--- src/rtl/norm_grs_pkg.sv ---
// norm_grs_pkg: shared definitions for the FP adder post-add normalizer.
//   - default field widths for the significand fraction and biased exponent
//   - FSM state encoding used by norm_grs
//   - EXP_MAX (all-ones exponent) for the default exponent width
//   - bit-index constants for G/R/S and helpers for the carry/hidden positions
package norm_grs_pkg;

    localparam int SIG_WD_DEF = 23;
    localparam int EXP_WD_DEF = 8;

    localparam logic [EXP_WD_DEF-1:0] EXP_MAX = '1;

    // Positions inside the raw sum vector {carry, hidden, fraction, G, R, S}
    localparam int IDX_S = 0;
    localparam int IDX_R = 1;
    localparam int IDX_G = 2;

    function automatic int idx_hidden(input int sig_wd);
        return sig_wd + 3;
    endfunction

    function automatic int idx_carry(input int sig_wd);
        return sig_wd + 4;
    endfunction

    typedef enum logic [1:0] {
        IDLE   = 2'd0,
        RSHIFT = 2'd1,
        LSHIFT = 2'd2,
        DONE   = 2'd3
    } state_t;

endpackage

--- src/rtl/norm_grs_shift_step.sv ---
// norm_shift_step: combinational single-bit normalization step.
//   i_vec   : {carry, hidden, fraction, G, R, S} working vector
//   i_exp   : current biased exponent
//   i_right : 1 = shift right by one (exponent +1), 0 = shift left by one (exponent -1)
//   o_vec   : shifted vector; on a right shift the bit dropped off the LSB is ORed into S
//   o_exp   : adjusted exponent, one bit wider than i_exp so overflow is visible
module norm_shift_step
    import norm_grs_pkg::*;
#(
    parameter int Significant_WD = SIG_WD_DEF,
    parameter int Exponent_WD    = EXP_WD_DEF
) (
    input  logic [Significant_WD+4:0] i_vec,
    input  logic [Exponent_WD-1:0]    i_exp,
    input  logic                      i_right,
    output logic [Significant_WD+4:0] o_vec,
    output logic [Exponent_WD:0]      o_exp
);

    localparam int VW = Significant_WD + 5;
    localparam int XW = Exponent_WD + 1;
    localparam logic [XW-1:0] ONE = XW'(1);

    logic [XW-1:0] w_exp_wide;

    assign w_exp_wide = {1'b0, i_exp};

    always_comb begin
        o_vec = i_vec;
        o_exp = w_exp_wide;
        if (i_right) begin
            // New S keeps the old R and the old S that falls off the end
            o_vec = {1'b0, i_vec[VW-1:IDX_R+1], i_vec[IDX_R] | i_vec[IDX_S]};
            o_exp = w_exp_wide + ONE;
        end else begin
            o_vec = {i_vec[VW-2:0], 1'b0};
            o_exp = w_exp_wide - ONE;
        end
    end

endmodule

--- src/rtl/norm_grs.sv ---
// norm_grs: multi-cycle post-add normalizer between the significand adder
// and the rounder.
//   CLK, RST         : clock (rising edge), asynchronous active-low reset
//   In_Valid/In_Ready: upstream handshake for Sum_in/Exp_in/Sign_in
//   Sum_in           : {carry, hidden, fraction, G, R, S} raw adder sum
//   Exp_in, Sign_in  : biased exponent and sign of the sum
//   Out_Valid/Out_Ready: downstream handshake to the rounder
//   Min              : normalized {hidden, fraction, G, R, S}
//   Exp_out, Sign_out: adjusted exponent, registered sign
//   zero_flag        : sum was exactly zero
//   ovf_flag         : carry shift pushed the exponent to all-ones
//   unf_flag         : left shift stopped at the minimum exponent (denormal)
module norm_grs
    import norm_grs_pkg::*;
#(
    parameter int Significant_WD = SIG_WD_DEF,
    parameter int Exponent_WD    = EXP_WD_DEF
) (
    input  logic                      CLK,
    input  logic                      RST,
    input  logic                      In_Valid,
    output logic                      In_Ready,
    input  logic [Significant_WD+4:0] Sum_in,
    input  logic [Exponent_WD-1:0]    Exp_in,
    input  logic                      Sign_in,
    output logic                      Out_Valid,
    input  logic                      Out_Ready,
    output logic [Significant_WD+3:0] Min,
    output logic [Exponent_WD-1:0]    Exp_out,
    output logic                      Sign_out,
    output logic                      zero_flag,
    output logic                      ovf_flag,
    output logic                      unf_flag
);

    localparam int VW = Significant_WD + 5;
    localparam int XW = Exponent_WD + 1;
    localparam int CI = idx_carry(Significant_WD);
    localparam int HI = idx_hidden(Significant_WD);
    localparam logic [XW-1:0]          EXP_ALL1_W = {1'b0, {Exponent_WD{1'b1}}};
    localparam logic [XW-1:0]          EXP_ONE_W  = XW'(1);
    localparam logic [Exponent_WD-1:0] EXP_ONE    = Exponent_WD'(1);

    state_t                  r_state, w_state_nxt;
    logic [VW-1:0]           r_vec,   w_vec_nxt;
    logic [Exponent_WD-1:0]  r_exp,   w_exp_nxt;
    logic                    r_sign,  w_sign_nxt;
    logic                    r_zero,  w_zero_nxt;
    logic                    r_ovf,   w_ovf_nxt;
    logic                    r_unf,   w_unf_nxt;
    logic                    r_valid, w_valid_nxt;

    logic [VW-1:0]           w_step_vec;
    logic [XW-1:0]           w_step_exp;

    norm_shift_step #(
        .Significant_WD (Significant_WD),
        .Exponent_WD    (Exponent_WD)
    ) u_step (
        .i_vec   (r_vec),
        .i_exp   (r_exp),
        .i_right (r_state == RSHIFT),
        .o_vec   (w_step_vec),
        .o_exp   (w_step_exp)
    );

    always_ff @(posedge CLK or negedge RST) begin
        if (!RST) begin
            r_state <= IDLE;
            r_vec   <= '0;
            r_exp   <= '0;
            r_sign  <= 1'b0;
            r_zero  <= 1'b0;
            r_ovf   <= 1'b0;
            r_unf   <= 1'b0;
            r_valid <= 1'b0;
        end else begin
            r_state <= w_state_nxt;
            r_vec   <= w_vec_nxt;
            r_exp   <= w_exp_nxt;
            r_sign  <= w_sign_nxt;
            r_zero  <= w_zero_nxt;
            r_ovf   <= w_ovf_nxt;
            r_unf   <= w_unf_nxt;
            r_valid <= w_valid_nxt;
        end
    end

    always_comb begin
        w_state_nxt = r_state;
        w_vec_nxt   = r_vec;
        w_exp_nxt   = r_exp;
        w_sign_nxt  = r_sign;
        w_zero_nxt  = r_zero;
        w_ovf_nxt   = r_ovf;
        w_unf_nxt   = r_unf;
        w_valid_nxt = r_valid;

        case (r_state)
            IDLE: begin
                if (In_Valid) begin
                    w_vec_nxt  = Sum_in;
                    w_exp_nxt  = Exp_in;
                    w_sign_nxt = Sign_in;
                    w_zero_nxt = 1'b0;
                    w_ovf_nxt  = 1'b0;
                    w_unf_nxt  = 1'b0;
                    if (Sum_in == '0) begin
                        w_exp_nxt   = '0;
                        w_zero_nxt  = 1'b1;
                        w_state_nxt = DONE;
                    end else if (Sum_in[CI]) begin
                        w_state_nxt = RSHIFT;
                    end else if (Sum_in[HI]) begin
                        // Two denormals carried into the hidden bit: smallest normal exponent
                        if (Exp_in == '0) begin
                            w_exp_nxt = EXP_ONE;
                        end
                        w_state_nxt = DONE;
                    end else if (Exp_in == '0) begin
                        w_unf_nxt   = 1'b1;
                        w_state_nxt = DONE;
                    end else begin
                        w_state_nxt = LSHIFT;
                    end
                end
            end

            RSHIFT: begin
                w_vec_nxt = w_step_vec;
                if (w_step_exp >= EXP_ALL1_W) begin
                    w_exp_nxt = '1;
                    w_ovf_nxt = 1'b1;
                end else begin
                    w_exp_nxt = w_step_exp[Exponent_WD-1:0];
                end
                w_state_nxt = DONE;
            end

            LSHIFT: begin
                // Exponent already at the floor (Exp_in==1): no shift possible
                if (r_exp <= EXP_ONE) begin
                    w_exp_nxt   = '0;
                    w_unf_nxt   = 1'b1;
                    w_state_nxt = DONE;
                end else begin
                    w_vec_nxt = w_step_vec;
                    w_exp_nxt = w_step_exp[Exponent_WD-1:0];
                    if (w_step_vec[HI]) begin
                        w_state_nxt = DONE;
                    end else if (w_step_exp == EXP_ONE_W) begin
                        w_exp_nxt   = '0;
                        w_unf_nxt   = 1'b1;
                        w_state_nxt = DONE;
                    end
                end
            end

            DONE: begin
                // Out_Valid rises one cycle after entering DONE
                if (r_valid && Out_Ready) begin
                    w_valid_nxt = 1'b0;
                    w_state_nxt = IDLE;
                end else begin
                    w_valid_nxt = 1'b1;
                end
            end

            default: begin
                w_state_nxt = IDLE;
            end
        endcase
    end

    assign In_Ready  = (r_state == IDLE);
    assign Out_Valid = r_valid;
    assign Min       = r_vec[HI:0];
    assign Exp_out   = r_exp;
    assign Sign_out  = r_sign;
    assign zero_flag = r_zero;
    assign ovf_flag  = r_ovf;
    assign unf_flag  = r_unf;

endmodule

--- config.mk ---
export PLATFORM = sky130hd
export DESIGN_NAME = norm_grs
export DESIGN_NICKNAME = d
export VERILOG_FILES = /design/src/rtl/norm_grs_pkg.sv /design/src/rtl/norm_grs_shift_step.sv /design/src/rtl/norm_grs.sv
export SDC_FILE = /design/constraint.sdc
export NUM_CORES = 1
export LEC_CHECK = 0
export BUFFER_PORTS_ARGS = -buffer_cell sky130_fd_sc_hd__buf_2
export CORE_MARGIN = 2
export CORE_UTILIZATION = 40
export CTS_BUF_LIST = sky130_fd_sc_hd__clkbuf_2
export DETAILED_ROUTE_END_ITERATION = 10
export PLACE_DENSITY = 0.69
export SLEW_MARGIN = 20
export SYNTH_ARGS = -nofsm -noshare
export SYNTH_HDL_FRONTEND = slang
export SYNTH_HIERARCHICAL = 1
export SYNTH_SLANG_ARGS = --single-unit
export TNS_END_PERCENT = 10
--- constraint.sdc ---
create_clock -name CLK -period 4.35 [get_ports CLK]
set_clock_uncertainty 0.2 [all_clocks]
set_input_delay 0.435 -clock CLK [delete_from_list [all_inputs] [get_ports CLK]]
set_output_delay 0.435 -clock CLK [all_outputs]
set_load 0.03 [all_outputs]
==> qor.txt, run 1 <==
run status: finished clean
H-Tree Depth: 2
Avg Inst Size Synth: 11.0 um2
combined buffer and inverter count along the critical path: 2
met2 wire len: 3.81 mm
floorplan die area: 0.00935 mm2
family of cells with the greatest summed delay on the critical path: simple AND/OR/NAND/NOR gates
number of vias per cell: 5.61
category of the critical setup timing path: reg2reg
global-route wire length before repair: 13.9 mm
commonest register cell after synthesis: sky130_fd_sc_hd__dfrtp_1
net count reported at finish: 421
Die W: 96.7 um
largest cells by area after synthesis: sky130_fd_sc_hd__dfrtp_1 (31%), sky130_fd_sc_hd__mux2_2 (21%), sky130_fd_sc_hd__mux2_4 (8.7%)
commonest cells after routing, fill and taps aside: sky130_fd_sc_hd__buf_2 (80), sky130_fd_sc_hd__mux2_2 (64), sky130_fd_sc_hd__dfrtp_1 (43)
number of buffers created by CTS: 5
flops & latches, synth: 43
CP required: 4490 ps
final critical delay including setup and external delays: 3880 ps
Detailed Routing Iterations Pass 1: 4
chain of cells forming the critical path: inv_1 > ha_1 > inv_1 > ha_1 > a21o_1 > a31oi_1 > nor2b_4 > xnor2_1 > or4_1 > or4_1 > a22oi_1 > a2bb2oi_1
maximum root-to-sink buffer count: 2
share of final-layout standard cells stronger than drive strength 1: 0.505
total wire length after detailed routing: 8.16 mm
Critical Path Sink Type: flop
Worst Hold Class: in2reg
clock transition time at the flip-flop clock pins of the worst setup and hold paths: 220 ps
stage delay of the slowest cell on the critical path: 590 ps
Post-synth EDFFs: 0
post-CTS setup buffer count: 0
most frequent standard cell in the layout excluding fill and tap cells: sky130_fd_sc_hd__buf_2
Overall Global Routing Usage: 0.178
cell area reported after detailed placement: 0.00372 mm2
Synth Instances: 313
worst rel slew slack: 0.382
routed length per instance: 17.3 um
count of hold-fix buffers inserted at cts: 1
netlist area before placement: 0.00344 mm2
Post-Route Setup TNS: 0 ps
remaining global-route overflow: 0
Final Hold Viols: 0
largest fanout of any net on the critical path: 11
number of remaining DRC errors: 0
clock tree root driver cell: sky130_fd_sc_hd__clkbuf_2
sort of element at the start of the critical path: flop
critical path's slowest cell: sky130_fd_sc_hd__or4_1
met3 wire length: 409 um
RSZ-0062 raised after global routing: no
final non-filler cell area: 0.00381 mm2
final clock period utilization by the worst path: 0.891
source-to-sink clock delay at the later pin of the worst-skew pair: 410 ps
area of the core: 0.00826 mm2
standard-cell row count: 33
Worst Tran Pin Value: 924 ps
Post-Syn Nets: 367
DRT met1 WL: 3.80 mm
number of DRC markers in iteration 0: 105
Max Clk Rate: 258 MHz
fraction of synthesis flops using an asynchronous set or reset pin: 1.00
count of yosys warnings during synthesis: 6
remaining antenna violation count: 0
post-cts repair resize count: 0
vias after detailed routing: 2652
max cap viols: 0
final number of max-transition violations: 0
final-report setup violation count: 0
buffers added on ports: 81
area growth from synthesis to final layout: 10.9%
vias in the first global route: 2712
I/O pin count: 82
height of the die: 96.7 um
part of the Yosys area used for sequential elements: 0.313
number of distinct standard cells referenced by the synthesized netlist: 56
critical path data arrival time: 4010 ps
clock sink total: 43
CTS tree: yes
area share of the largest cell type after synthesis: 0.313
antenna violations before repair: 0
uppermost routed layer: met4
final antenna diode count: 0
core occupancy in the finished layout: 0.461
largest net degree at the start of global routing: 44
dominant cell type by area after synthesis: sky130_fd_sc_hd__dfrtp_1
Initial Util: 0.416
gp weighted congestion: 0.931
HPWL after detailed placement: 6.21 mm
[kinds of logic after synthesis]
| family | Yosys count | synth area share |
|---|---|---|
| mux | 85 | 0.300 |
| simple gates | 65 | 0.109 |
| compound gates | 54 | 0.126 |
| buf+inv | 48 | 0.0889 |
| flops | 43 | 0.313 |
| fa+ha+maj | 13 | 0.0495 |
| xor+xnor | 5 | 0.0127 |
[per-stage QoR]
stage,hold slack (ps),setup WS (ps),cells
final,98.5,472,473
after CTS,17.6,500,472
after detailed placement,278,547,463
after global routing,62.9,215,473
after floorplan,-60.6,831,313
after global placement,276,692,463
[worst reg2reg max path, cell delays in order (launching register included)]
cell and delay, ps:
sky130_fd_sc_hd__dfrtp_1 430, sky130_fd_sc_hd__inv_1 100, sky130_fd_sc_hd__ha_1 230, sky130_fd_sc_hd__inv_1 300, sky130_fd_sc_hd__ha_1 370, sky130_fd_sc_hd__a21o_1 230, sky130_fd_sc_hd__a31oi_1 200, sky130_fd_sc_hd__nor2b_4 200
sky130_fd_sc_hd__xnor2_1 100, sky130_fd_sc_hd__or4_1 590, sky130_fd_sc_hd__or4_1 500, sky130_fd_sc_hd__a22oi_1 200, sky130_fd_sc_hd__a2bb2oi_1 180
[sequential cells by signal, summed over array words and instances, names as in the netlist]
| name | flops |
|---|---|
| r_vec | 28 |
| Out_Valid | 1 |
| r_state | 2 |
| zero_flag | 1 |
| Sign_out | 1 |
| Exp_out | 8 |
| unf_flag | 1 |
| ovf_flag | 1 |
[synth_stat cells, types with 2 or more instances]
cell type,instances
sky130_fd_sc_hd__o41a_1,2
sky130_fd_sc_hd__nor4_1,7
sky130_fd_sc_hd__and3_1,2
sky130_fd_sc_hd__dfrtp_1,43
sky130_fd_sc_hd__nor2b_4,2
sky130_fd_sc_hd__ha_1,12
sky130_fd_sc_hd__o221ai_1,9
sky130_fd_sc_hd__o21bai_1,2
sky130_fd_sc_hd__clkbuf_1,6
sky130_fd_sc_hd__or2_2,4
sky130_fd_sc_hd__nand3_1,4
sky130_fd_sc_hd__nand4_1,3
sky130_fd_sc_hd__nor3_1,2
sky130_fd_sc_hd__o21a_1,2
sky130_fd_sc_hd__xnor2_1,4
sky130_fd_sc_hd__mux2_4,20
sky130_fd_sc_hd__or4_1,4
sky130_fd_sc_hd__nand2_1,7
sky130_fd_sc_hd__mux2_2,64
sky130_fd_sc_hd__nor2b_1,3
sky130_fd_sc_hd__buf_6,2
sky130_fd_sc_hd__nor2_1,18
sky130_fd_sc_hd__o21ai_0,3
sky130_fd_sc_hd__a21oi_1,5
sky130_fd_sc_hd__buf_4,29
sky130_fd_sc_hd__inv_1,9
sky130_fd_sc_hd__o211ai_1,7
sky130_fd_sc_hd__a31oi_1,10
[layout make-up]
type | count | area (um2)
well taps | 105 | 131
inverters | 9 | 33.8
clock buffers | 5 | 25.0
clock inverters | 3 | 38.8
flip-flops and latches | 43 | 1080
multi-input cells | 222 | 2050
fillers | 811 | 4450
repair buffers | 86 | 450
[metal layers]
layer  global-route usage  vias to the layer above
li1                     -                     1263
met1                0.246                     1293
met2                0.282                       83
met3               0.0361                       13
met4               0.0509                        0
met5                    0                        -
[worst paths after layout]
path                            start    endpoint  slack (ps)  cells after the start
max                        r_state[1]    unf_flag         470                     12
min                         Exp_in[6]  Exp_out[6]         100                      3
max reg2reg                r_state[1]    unf_flag         470                     12
min reg2reg                 zero_flag   zero_flag         320                      2
max in group asynchronous         RST    ovf_flag        3230                      2
min in group asynchronous         RST    r_vec[6]         310                      2
Power of run 1 is not shown: default switching activity piles up to over one toggle a cycle in this logic, so the estimate is an artifact.
==> inputs of run 2 (changes only) <==
--- a/config.mk
+++ b/config.mk
@@ -7,10 +7,11 @@
 export LEC_CHECK = 0
 export BUFFER_PORTS_ARGS = -buffer_cell sky130_fd_sc_hd__buf_2
 export CORE_MARGIN = 2
-export CORE_UTILIZATION = 40
+export CORE_UTILIZATION = 35
 export CTS_BUF_LIST = sky130_fd_sc_hd__clkbuf_2
 export DETAILED_ROUTE_END_ITERATION = 10
-export PLACE_DENSITY = 0.69
+export GPL_TIMING_DRIVEN = 0
+export PLACE_DENSITY = 0.63
 export SLEW_MARGIN = 20
 export SYNTH_ARGS = -nofsm -noshare
 export SYNTH_HDL_FRONTEND = slang
==> constraint.sdc (replaced) <==
create_clock -name CLK -period 4.8 [get_ports CLK]
set_clock_uncertainty 0.2 [all_clocks]
set_input_delay 0.48 -clock CLK [delete_from_list [all_inputs] [get_ports CLK]]
set_output_delay 0.48 -clock CLK [all_outputs]
set_load 0.03 [all_outputs]
==> qor.txt, run 2 (same netlist as run 1, synthesis figures left out) <==
remaining global-route overflow: 0 (unchanged)
remaining antenna violation count: 0 (unchanged)
Final Hold Viols: 0 (unchanged)
most frequent standard cell in the layout excluding fill and tap cells: sky130_fd_sc_hd__buf_2 (unchanged)
number of buffers created by CTS: 5 (unchanged)
HPWL after detailed placement: 6.78 mm (was 6.21 mm)
routed length per instance: 16.2 um (was 17.3 um)
Post-Route Setup TNS: 0 ps (unchanged)
chain of cells forming the critical path: inv_1 > ha_1 > inv_1 > ha_1 > a21o_1 > a31oi_1 > nor2b_4 > o311ai_1 > or4_1 > or4_1 > a22oi_1 > a2bb2oi_1 (was inv_1 > ha_1 > inv_1 > ha_1 > a21o_1 > a31oi_1 > nor2b_4 > xnor2_1 > or4_1 > or4_1 > a22oi_1 > a2bb2oi_1)
clock transition time at the flip-flop clock pins of the worst setup and hold paths: 220 ps (about the same)
worst setup slack after layout: 689 ps (was 472 ps)
post-cts repair resize count: 0 (unchanged)
sort of element at the start of the critical path: flop (unchanged)
Worst Tran Pin Value: 587 ps (was 924 ps)
Die W: 103 um (was 96.7 um)
stage delay of the slowest cell on the critical path: 570 ps (was 590 ps)
I/O pin count: 82 (unchanged)
Initial Util: 0.356 (was 0.416)
post-place setup slack: 718 ps (was 547 ps)
global-route wire length before repair: 14.0 mm (was 13.9 mm)
source-to-sink clock delay at the later pin of the worst-skew pair: 420 ps (was 410 ps)
final number of max-transition violations: 0 (unchanged)
family of cells with the greatest summed delay on the critical path: simple AND/OR/NAND/NOR gates (unchanged)
RSZ-0062 raised after global routing: no (unchanged)
gp weighted congestion: 0.911 (was 0.931)
Detailed Routing Iterations Pass 1: 4 (unchanged)
Largest register FFs: 28 (unchanged)
commonest cells after routing, fill and taps aside: sky130_fd_sc_hd__buf_2 (81), sky130_fd_sc_hd__mux2_2 (64), sky130_fd_sc_hd__dfrtp_1 (43) (was sky130_fd_sc_hd__buf_2 (80), sky130_fd_sc_hd__mux2_2 (64), sky130_fd_sc_hd__dfrtp_1 (43))
largest net degree at the start of global routing: 44 (unchanged)
net count reported at finish: 456 (was 421)
share of final-layout standard cells stronger than drive strength 1: 0.536 (was 0.505)
Worst Hold Class: in2reg (unchanged)
buffers added on ports: 81 (unchanged)
clock sink total: 43 (unchanged)
critical path data arrival time: 4260 ps (was 4010 ps)
standard-cell row count: 36 (was 33)
Max Clk Rate: 243 MHz (was 258 MHz)
number of DRC markers in iteration 0: 189 (was 105)
category of the critical setup timing path: reg2reg (unchanged)
vias in the first global route: 2779 (was 2712)
area growth from synthesis to final layout: 18.2% (was 10.9%)
worst rel slew slack: 0.609 (was 0.382)
critical path's slowest cell: sky130_fd_sc_hd__or4_1 (unchanged)
final antenna diode count: 0 (unchanged)
antenna violations before repair: 0 (unchanged)
Critical Path Sink Type: flop (unchanged)
fill count: 1004 (was 811)
non-filler cells, final: 536 (was 473)
floorplan die area: 0.0106 mm2 (was 0.00935 mm2)
final-report setup violation count: 0 (unchanged)
H-Tree Depth: 2 (unchanged)
final clock period utilization by the worst path: 0.856 (was 0.891)
maximum root-to-sink buffer count: 2 (unchanged)
run status: finished clean (unchanged)
Overall Global Routing Usage: 0.167 (was 0.178)
clock tree root driver cell: sky130_fd_sc_hd__clkbuf_2 (unchanged)
combined buffer and inverter count along the critical path: 2 (unchanged)
max cap viols: 0 (unchanged)
number of vias per cell: 5.25 (was 5.61)
post-CTS setup buffer count: 0 (unchanged)
CTS tree: yes (unchanged)
area of the core: 0.00964 mm2 (was 0.00826 mm2)
register bank with the most flops: r_vec (unchanged)
vias after detailed routing: 2813 (was 2652)
final critical delay including setup and external delays: 4110 ps (was 3880 ps)
largest fanout of any net on the critical path: 11 (unchanged)
placed insts: 527 (was 463)
CP required: 4950 ps (was 4490 ps)
height of the die: 103 um (was 96.7 um)
total wire length after detailed routing: 8.70 mm (was 8.16 mm)
number of remaining DRC errors: 0 (unchanged)
==> run 2: worst reg2reg max path: stages (launching register included) <==
cell	delay (ps)
sky130_fd_sc_hd__dfrtp_1	440
sky130_fd_sc_hd__inv_1	120
sky130_fd_sc_hd__ha_1	370
sky130_fd_sc_hd__inv_1	300
sky130_fd_sc_hd__ha_1	430
sky130_fd_sc_hd__a21o_1	210
sky130_fd_sc_hd__a31oi_1	180
sky130_fd_sc_hd__nor2b_4	190
sky130_fd_sc_hd__o311ai_1	150
sky130_fd_sc_hd__or4_1	570
sky130_fd_sc_hd__or4_1	490
sky130_fd_sc_hd__a22oi_1	220
sky130_fd_sc_hd__a2bb2oi_1	180
==> run 2: final cells by class <==
class                      instances  area, um2  share of cell area
buffer                            39        272              0.0669
multi-input combinational        222       2050               0.506
tap                              133        166              0.0410
sequential                        43       1080               0.265
clock buffer                       7       35.0             0.00863
inverter                           9       33.8             0.00832
timing repair buffer              82        418               0.103
clock inverter                     1       5.00             0.00123
==> run 2: path summary, 6_finish.rpt <==
kind	startpoint	end	slack (ps)	cells past startpoint
min in group asynchronous	RST	r_vec[7]	360	2
max reg2reg	r_state[1]	unf_flag	690	12
min reg2reg	zero_flag	zero_flag	320	2
max	r_state[1]	unf_flag	690	12
max in group asynchronous	RST	r_vec[24]	3630	2
min	Sign_in	Sign_out	80	2
==> run 2: repair_timing <==
action | in CTS | in global routing
hold buffers | 0 | 1
hold endpoints to repair | 0 | 43
endpoints found under the setup margin | 0 | 0
==> run 2: layer usage <==
layer | global-route usage | share of wire | routed length, um
met5 | 0 | 0 | 0
met4 | 0.0364 | 0.0078 | 68
met3 | 0.0312 | 0.057 | 494
met2 | 0.277 | 0.48 | 4180
met1 | 0.227 | 0.45 | 3950
==> run 2: stage by stage <==
step / hold WS, ps / util / cell area [um2]
after floorplan: -15.6 / - / 3440
after global placement: 267 / 0.416 / 4010
after detailed placement: 277 / 0.416 / 4010
after CTS: 0.185 / 0.420 / 4050
after global routing: 26.0 / 0.421 / 4060
final: 82.1 / 0.421 / 4060
Power of run 2 is left out for the same reason.
